--- src/rtl/serial_fft_pkg.sv ---
// Shared types and helpers for the serial FFT frame controller.
package serial_fft_pkg;

    typedef enum logic [1:0] {
        FILL    = 2'd0,
        BURST   = 2'd1,
        COLLECT = 2'd2,
        DRAIN   = 2'd3
    } fft_ctrl_state_e;

    // Counter width able to hold 0..depth inclusive.
    function automatic int CNT_W(input int depth);
        return $clog2(depth) + 1;
    endfunction

endpackage

--- src/rtl/frame_reg_buf.sv ---
// One-frame register array: one write port, one combinational read port.
// Out-of-range read addresses return zero so callers may present a
// one-past-the-end address without side effects.
module frame_reg_buf #(
    parameter int WIDTH = 32,
    parameter int DEPTH = 4,
    parameter int AW    = $clog2(DEPTH) + 1
) (
    input  logic             clk,
    input  logic             wr_en,
    input  logic [AW-1:0]    wr_addr,
    input  logic [WIDTH-1:0] wr_data,
    input  logic [AW-1:0]    rd_addr,
    output logic [WIDTH-1:0] rd_data
);

    localparam int SEL_W = $clog2(DEPTH);

    logic [WIDTH-1:0] words [DEPTH];

    for (genvar gi = 0; gi < DEPTH; gi++) begin : g_word
        logic [WIDTH-1:0] word_reg;

        // Load this entry when the write address selects it.
        always_ff @(posedge clk) begin
            if (wr_en && (wr_addr == AW'(gi))) begin
                word_reg <= wr_data;
            end
        end

        assign words[gi] = word_reg;
    end

    assign rd_data = (rd_addr < AW'(DEPTH)) ? words[rd_addr[SEL_W-1:0]] : '0;

endmodule

--- src/rtl/serial_fft_frame_ctrl.sv ---
// Frame sequencer around serial_fft_coral: buffers a frame of sample pairs,
// bursts it into the core contiguously, collects the results and replays
// them downstream under valid/ready backpressure. All outputs registered.
module serial_fft_frame_ctrl
    import serial_fft_pkg::*;
#(
    parameter int X_WIDTH      = 16,
    parameter int S_WIDTH      = 32,
    parameter int FRAME_LENGTH = 4,
    parameter int TIMEOUT      = 64
) (
    input  logic               clk,
    input  logic               arstn,
    input  logic               s_valid,
    output logic               s_ready,
    input  logic [X_WIDTH-1:0] s_x1,
    input  logic [X_WIDTH-1:0] s_x2,
    output logic               core_valid_i,
    output logic [X_WIDTH-1:0] core_x1,
    output logic [X_WIDTH-1:0] core_x2,
    input  logic [S_WIDTH-1:0] core_re1,
    input  logic [S_WIDTH-1:0] core_im1,
    input  logic [S_WIDTH-1:0] core_re2,
    input  logic [S_WIDTH-1:0] core_im2,
    input  logic               core_valid_o,
    output logic               m_valid,
    input  logic               m_ready,
    output logic [S_WIDTH-1:0] m_re1,
    output logic [S_WIDTH-1:0] m_im1,
    output logic [S_WIDTH-1:0] m_re2,
    output logic [S_WIDTH-1:0] m_im2,
    output logic               m_last,
    output logic               busy,
    output logic               err_timeout,
    output logic               err_spurious
);

    localparam int CW = CNT_W(FRAME_LENGTH);
    localparam int TW = $clog2(TIMEOUT + 1);
    localparam int IW = 2 * X_WIDTH;
    localparam int RW = 4 * S_WIDTH;
    localparam logic [CW-1:0] LAST_IDX = CW'(FRAME_LENGTH - 1);
    localparam logic [CW-1:0] FULL_CNT = CW'(FRAME_LENGTH);
    localparam logic [TW-1:0] TMO      = TW'(TIMEOUT);

    fft_ctrl_state_e state_reg, state_next;
    logic [CW-1:0] wcnt_reg, wcnt_next, bcnt_reg, bcnt_next;
    logic [CW-1:0] ccnt_reg, ccnt_next, rcnt_reg, rcnt_next;
    logic [TW-1:0] timer_reg, timer_next;
    logic          s_ready_reg, s_ready_next, core_valid_reg, core_valid_next;
    logic [IW-1:0] core_x_reg, core_x_next;
    logic          m_valid_reg, m_valid_next, m_last_reg, m_last_next;
    logic [RW-1:0] m_data_reg, m_data_next;
    logic          busy_reg, busy_next;
    logic          err_timeout_reg, err_timeout_next, err_spurious_reg, err_spurious_next;

    logic [CW-1:0] in_rd_addr, out_rd_addr;
    logic [IW-1:0] in_rd_data;
    logic [RW-1:0] out_rd_data, out_fwd_data, core_res;
    logic          in_hs, cap_ok, cap_en, spurious, out_hs, enter_drain;

    assign core_res = {core_re1, core_im1, core_re2, core_im2};
    assign in_hs    = s_valid && s_ready_reg;
    assign cap_ok   = ((state_reg == BURST) || (state_reg == COLLECT)) && (ccnt_reg != FULL_CNT);
    assign cap_en   = core_valid_o && cap_ok;
    assign spurious = core_valid_o && !cap_ok;
    assign out_hs   = m_valid_reg && m_ready;

    // Read addresses look one beat ahead of the beat currently presented;
    // outside BURST/DRAIN they point at entry 0 for the first beat.
    assign in_rd_addr  = (state_reg == BURST) ? (bcnt_reg + CW'(1)) : '0;
    assign out_rd_addr = (state_reg == DRAIN) ? (rcnt_reg + CW'(1)) : '0;
    // A single-beat frame may enter DRAIN on the very cycle its beat is written.
    assign out_fwd_data = (cap_en && (ccnt_reg == out_rd_addr)) ? core_res : out_rd_data;

    frame_reg_buf #(.WIDTH(IW), .DEPTH(FRAME_LENGTH), .AW(CW)) u_in_buf (
        .clk     (clk),
        .wr_en   (in_hs),
        .wr_addr (wcnt_reg),
        .wr_data ({s_x1, s_x2}),
        .rd_addr (in_rd_addr),
        .rd_data (in_rd_data)
    );

    frame_reg_buf #(.WIDTH(RW), .DEPTH(FRAME_LENGTH), .AW(CW)) u_out_buf (
        .clk     (clk),
        .wr_en   (cap_en),
        .wr_addr (ccnt_reg),
        .wr_data (core_res),
        .rd_addr (out_rd_addr),
        .rd_data (out_rd_data)
    );

    // Next-state, counter and registered-output logic for the frame FSM.
    always_comb begin
        state_next        = state_reg;
        wcnt_next         = wcnt_reg;
        bcnt_next         = bcnt_reg;
        ccnt_next         = cap_en ? (ccnt_reg + CW'(1)) : ccnt_reg;
        rcnt_next         = rcnt_reg;
        timer_next        = timer_reg;
        core_valid_next   = core_valid_reg;
        core_x_next       = core_x_reg;
        m_valid_next      = m_valid_reg;
        m_data_next       = m_data_reg;
        m_last_next       = m_last_reg;
        err_timeout_next  = err_timeout_reg;
        err_spurious_next = err_spurious_reg | spurious;
        enter_drain       = 1'b0;

        case (state_reg)
            FILL: begin
                if (in_hs) begin
                    if (wcnt_reg == LAST_IDX) begin
                        state_next      = BURST;
                        wcnt_next       = '0;
                        bcnt_next       = '0;
                        core_valid_next = 1'b1;
                        core_x_next     = in_rd_data;
                    end else begin
                        wcnt_next = wcnt_reg + CW'(1);
                    end
                end
            end
            BURST: begin
                if (bcnt_reg == LAST_IDX) begin
                    state_next      = COLLECT;
                    bcnt_next       = '0;
                    timer_next      = '0;
                    core_valid_next = 1'b0;
                    core_x_next     = '0;
                end else begin
                    bcnt_next   = bcnt_reg + CW'(1);
                    core_x_next = in_rd_data;
                end
            end
            COLLECT: begin
                if (timer_reg != TMO) begin
                    timer_next = timer_reg + TW'(1);
                end
                if (ccnt_next == FULL_CNT) begin
                    enter_drain = 1'b1;
                end else if (timer_reg == TMO) begin
                    err_timeout_next = 1'b1;
                    if (ccnt_next != '0) begin
                        enter_drain = 1'b1;
                    end else begin
                        state_next = FILL;
                        timer_next = '0;
                    end
                end
            end
            DRAIN: begin
                if (out_hs) begin
                    if (m_last_reg) begin
                        state_next   = FILL;
                        rcnt_next    = '0;
                        ccnt_next    = '0;
                        m_valid_next = 1'b0;
                        m_data_next  = '0;
                        m_last_next  = 1'b0;
                    end else begin
                        rcnt_next   = rcnt_reg + CW'(1);
                        m_data_next = out_fwd_data;
                        m_last_next = ((rcnt_reg + CW'(1)) == (ccnt_reg - CW'(1)));
                    end
                end
            end
            default: state_next = FILL;
        endcase

        if (enter_drain) begin
            state_next   = DRAIN;
            timer_next   = '0;
            rcnt_next    = '0;
            m_valid_next = 1'b1;
            m_data_next  = out_fwd_data;
            m_last_next  = (ccnt_next == CW'(1));
        end

        s_ready_next = (state_next == FILL);
        busy_next    = (state_next != FILL) || (wcnt_next != '0);
    end

    // State, counters and outputs; async reset discards any frame in flight.
    always_ff @(posedge clk or negedge arstn) begin
        if (!arstn) begin
            state_reg        <= FILL;
            wcnt_reg         <= '0;
            bcnt_reg         <= '0;
            ccnt_reg         <= '0;
            rcnt_reg         <= '0;
            timer_reg        <= '0;
            s_ready_reg      <= 1'b0;
            core_valid_reg   <= 1'b0;
            core_x_reg       <= '0;
            m_valid_reg      <= 1'b0;
            m_data_reg       <= '0;
            m_last_reg       <= 1'b0;
            busy_reg         <= 1'b0;
            err_timeout_reg  <= 1'b0;
            err_spurious_reg <= 1'b0;
        end else begin
            state_reg        <= state_next;
            wcnt_reg         <= wcnt_next;
            bcnt_reg         <= bcnt_next;
            ccnt_reg         <= ccnt_next;
            rcnt_reg         <= rcnt_next;
            timer_reg        <= timer_next;
            s_ready_reg      <= s_ready_next;
            core_valid_reg   <= core_valid_next;
            core_x_reg       <= core_x_next;
            m_valid_reg      <= m_valid_next;
            m_data_reg       <= m_data_next;
            m_last_reg       <= m_last_next;
            busy_reg         <= busy_next;
            err_timeout_reg  <= err_timeout_next;
            err_spurious_reg <= err_spurious_next;
        end
    end

    assign s_ready                          = s_ready_reg;
    assign core_valid_i                     = core_valid_reg;
    assign {core_x1, core_x2}               = core_x_reg;
    assign m_valid                          = m_valid_reg;
    assign {m_re1, m_im1, m_re2, m_im2}     = m_data_reg;
    assign m_last                           = m_last_reg;
    assign busy                             = busy_reg;
    assign err_timeout                      = err_timeout_reg;
    assign err_spurious                     = err_spurious_reg;

endmodule
--- config.mk ---
export PLATFORM = sky130hd
export DESIGN_NAME = serial_fft_frame_ctrl
export DESIGN_NICKNAME = d
export VERILOG_FILES = /design/src/rtl/serial_fft_pkg.sv /design/src/rtl/frame_reg_buf.sv /design/src/rtl/serial_fft_frame_ctrl.sv
export SDC_FILE = /design/constraint.sdc
export NUM_CORES = 1
export LEC_CHECK = 0
export CAP_MARGIN = 30
export CORE_ASPECT_RATIO = 0.5
export CORE_MARGIN = 1
export CORE_UTILIZATION = 57
export DETAILED_ROUTE_END_ITERATION = 12
export PLACE_DENSITY_LB_ADDON = 0.1
export SLEW_MARGIN = 40
export SYNTH_ARGS = -nofsm -noshare
export SYNTH_HDL_FRONTEND = slang
export SYNTH_SLANG_ARGS = --single-unit
--- constraint.sdc ---
create_clock -name clk -period 5.4 [get_ports clk]
set_input_delay 1.62 -clock clk [delete_from_list [all_inputs] [get_ports clk]]
set_output_delay 1.62 -clock clk [all_outputs]
set_load 0.02 [all_outputs]
==> results.md <==
* Cells on worst reg2reg path at 8
* Final Skew at 0.0194 ns
* Post-place setup slack at slightly below 1 ns
* Hold buffers post-CTS at 0
* Crit path depth at 8
* Top_reg_cell synth: edfxtp_1
* Total track usage at about 25%
* Root Buffer: clkbuf_16
* CP arrival at 4.27 ns
* DRT Wirelength at around 74000 um
* Yosys top cell by area: edfxtp_1
* IO buf count at approximately 330
* Leakage Power at between 10 and 15 nW
* Clk slew on worst S/H paths at 0.07 ns
* Setup crit start kind: input pin
* Pwr Density at 451 nW/um^2
* Setup TNS at 0 ns
* H-tree depth at 3
* # rows at 62
* Worst hold path type: flop to flop
* Drt first pass iters at 5
* Core Area at a little under 60000 sq um
* Layout cells sized above 1 at ~7.4%
* Max incr delay on CP at ~0.57 ns
* Layout area overhead at 19.1%
* Async SR Flop Fraction at between 20% and 30%
* Tot Pwr at around 0.018 W
* Mapped Cells at 2094
* Die X at 345 um
* Syn nets at approximately 2300
* Antenna viol nets, final at 0
* FF+latch count, synth at 828
* Die height at approximately 170 um
* Avg Vias per Cell at 5.98
* Netlist cell types at between 50 and 60
* GR Overflow Total at 0
* Yosys warning count at 0
* Maximum clock rate at between 200 and 300 MHz
* Post-synthesis sequential area ratio at 71.1%
* Max reg flops at around 500
* Initial core utilization at roughly three fifths
* DR iter-0 viols at between 1000 and 1500
* Initial antenna violation count at 7
* Final HPWL DP at just over 40000 um
* Min cycle time layout at roughly 3.8 ns
* Layout Cells excl Fill at between 3000 and 4000
* Crit path max-delay cell type: clkdlybuf4s50_1
* Vias in the first global route at around 20000
* WS Path Type: input pin to flop
* Worst setup EP type: flop
* Final WS setup at 1.58 ns
* Worst path bufs/invs at 2
* Placed Cells at roughly 3100
* Final Cycle Share at between 70% and 80%
* Slew Viols, Final at 0
* Worst-skew pair later-pin latency at approximately 0.6 ns
* CP Cell Sequence: clkdlybuf4s50_1, nand2_2, or4b_4, and3_1, o21a_1, nor2_4, buf_12, o2bb2ai_1
* Synth top cells by count: edfxtp_1 (640), mux2i_1 (321), a211oi_1 (256), dfrtp_1 (188), nor2b_1 (130)
* RSZ-0062 raised after global routing: no
* Max Root-Sink Buffers at 3
* Synth top area cells: edfxtp_1 (57%), dfrtp_1 (14%), mux2i_1 (9.6%)
* Vias post-DR at around 19000
* Worst Path Required at about 6 ns
* Cell area after synthesis at between 30000 and 40000 sq um
* Residual DRC count at 0
* Post-CTS setup buffers at 0
* Routed len/inst at around 23 um
* Post-CTS sizing at 0
* EDFF count, synth at 640
* WHS Path Cells at 1
* Crit-path leading delay family: simple AND/OR/NAND/NOR gates
* CTS tree: yes
* VDD IR max at between 0.2 and 0.3 mV
* CTS buffer count at between 70 and 80
* Max Cap Viol at 0
* Final Hold Vio Count at 0
* Avg Synthesized Cell Area at ~16 sq um
* Die area at about 60000 sq um
* Worst slew margin at a little over two fifths
* Status: finished clean
* Most common cell in the netlist: edfxtp_1
* Worst Tran Pin Value at ~0.85 ns
* GP Congestion at about 0.76
* Setup-failing EPs final at 0
* CTS Sinks at 828
* Net total in the final layout at ~2600
* First-pass GRT wire length at 114000 um
* # fillers at approximately 3900
* Yosys top cell area share at a little under three fifths
* CP max FO at around 100
* Largest net degree at the start of global routing at 195
* I/O pins at around 330
==> path summary, 6_finish.rpt <==
| path | from | end | slack [ns] |
|---|---|---|---|
| setup reg to reg | rcnt_reg[0] | m_data_reg[53] | 2.00 |
| setup / recovery | core_valid_o | m_data_reg[59] | 1.58 |
| max in group asynchronous | arstn | m_data_reg[58] | 3.37 |
| hold / removal | err_spurious | err_spurious | 0.47 |
| hold reg to reg | err_spurious | err_spurious | 0.47 |
| min in group asynchronous | arstn | core_x_reg[30] | 1.03 |
==> area by class of cell <==
class / count / area [sq um] / area share (%)
tap: 768 / 961 / 2.40
sequential: 828 / 23900 / 59.7
timing repair buffer: 374 / 3880 / 9.70
inverter: 13 / 48.8 / 0.122
antenna: 7 / 17.5 / 0.0437
clock inverter: 23 / 209 / 0.522
clock buffer: 110 / 2130 / 5.31
multi-input combinational: 1097 / 8880 / 22.2
==> routing by layer <==
layer | global-route usage [%] | vias up | share of wire, %
li1 | - | 8813 | -
met1 | 33.0 | 9948 | 43
met2 | 41.8 | 389 | 51
met3 | 4.37 | 109 | 4.2
met4 | 7.20 | 0 | 2.0
met5 | 0 | - | 0
==> metrics by stage <==
step / cell area [sq um] / util (%) / hold slack, ns
floorplan: 33600 / - / 0.454
global placement: 37600 / 65.1 / 0.440
detailed placement: 37700 / 65.2 / 0.451
CTS: 40000 / 69.2 / 0.475
global route: 40100 / 69.3 / 0.493
finish: 40100 / 69.3 / 0.470
==> placed cells by master, fill, tap and decap left out, types with 16 or more instances in the layout <==
| cell | netlist | final |
|---|---|---|
| buf_4 | 2 | 24 |
| clkdlybuf4s50_1 | 0 | 330 |
| dfrtp_1 | 188 | 186 |
| nand2_1 | 90 | 89 |
| ha_1 | 21 | 21 |
| nor2b_1 | 130 | 129 |
| mux2i_1 | 321 | 321 |
| clkbuf_16 | 0 | 75 |
| a32o_1 | 32 | 32 |
| o2bb2ai_1 | 123 | 123 |
| clkbuf_1 | 84 | 23 |
| a211oi_1 | 256 | 256 |
| edfxtp_1 | 640 | 640 |
| buf_12 | 0 | 16 |
==> kinds of logic after synthesis <==
group / after synthesis / synth area share, %
flops: 828 / 71.1
fa+ha+maj: 21 / 0.781
mux: 321 / 9.55
simple gates: 280 / 4.53
buf+inv: 169 / 2.64
xor+xnor: 9 / 0.234
compound gates: 466 / 11.1
==> where the power goes <==
part | leakage, nW | total, W | switching [W] | internal (W)
Clock | 1.14 | 0.00514 | 0.00225 | 0.00288
Sequential | 8.19 | 0.00845 | 0.000569 | 0.00788
Combinational | 5.04 | 0.00447 | 0.00245 | 0.00201
Total | 14.4 | 0.0181 | 0.00528 | 0.0128
==> worst reg2reg max path: stages, from the launching register on <==
cell and delay (ns):
dfrtp_4 0.94, ha_1 0.33, xor2_1 0.25, and2_4 0.43, xnor2_1 0.12, nand4_1 0.22, buf_12 0.43, mux2i_1 0.48
o2bb2ai_1 0.09
Note: power is estimated with default switching activity, not from simulation.
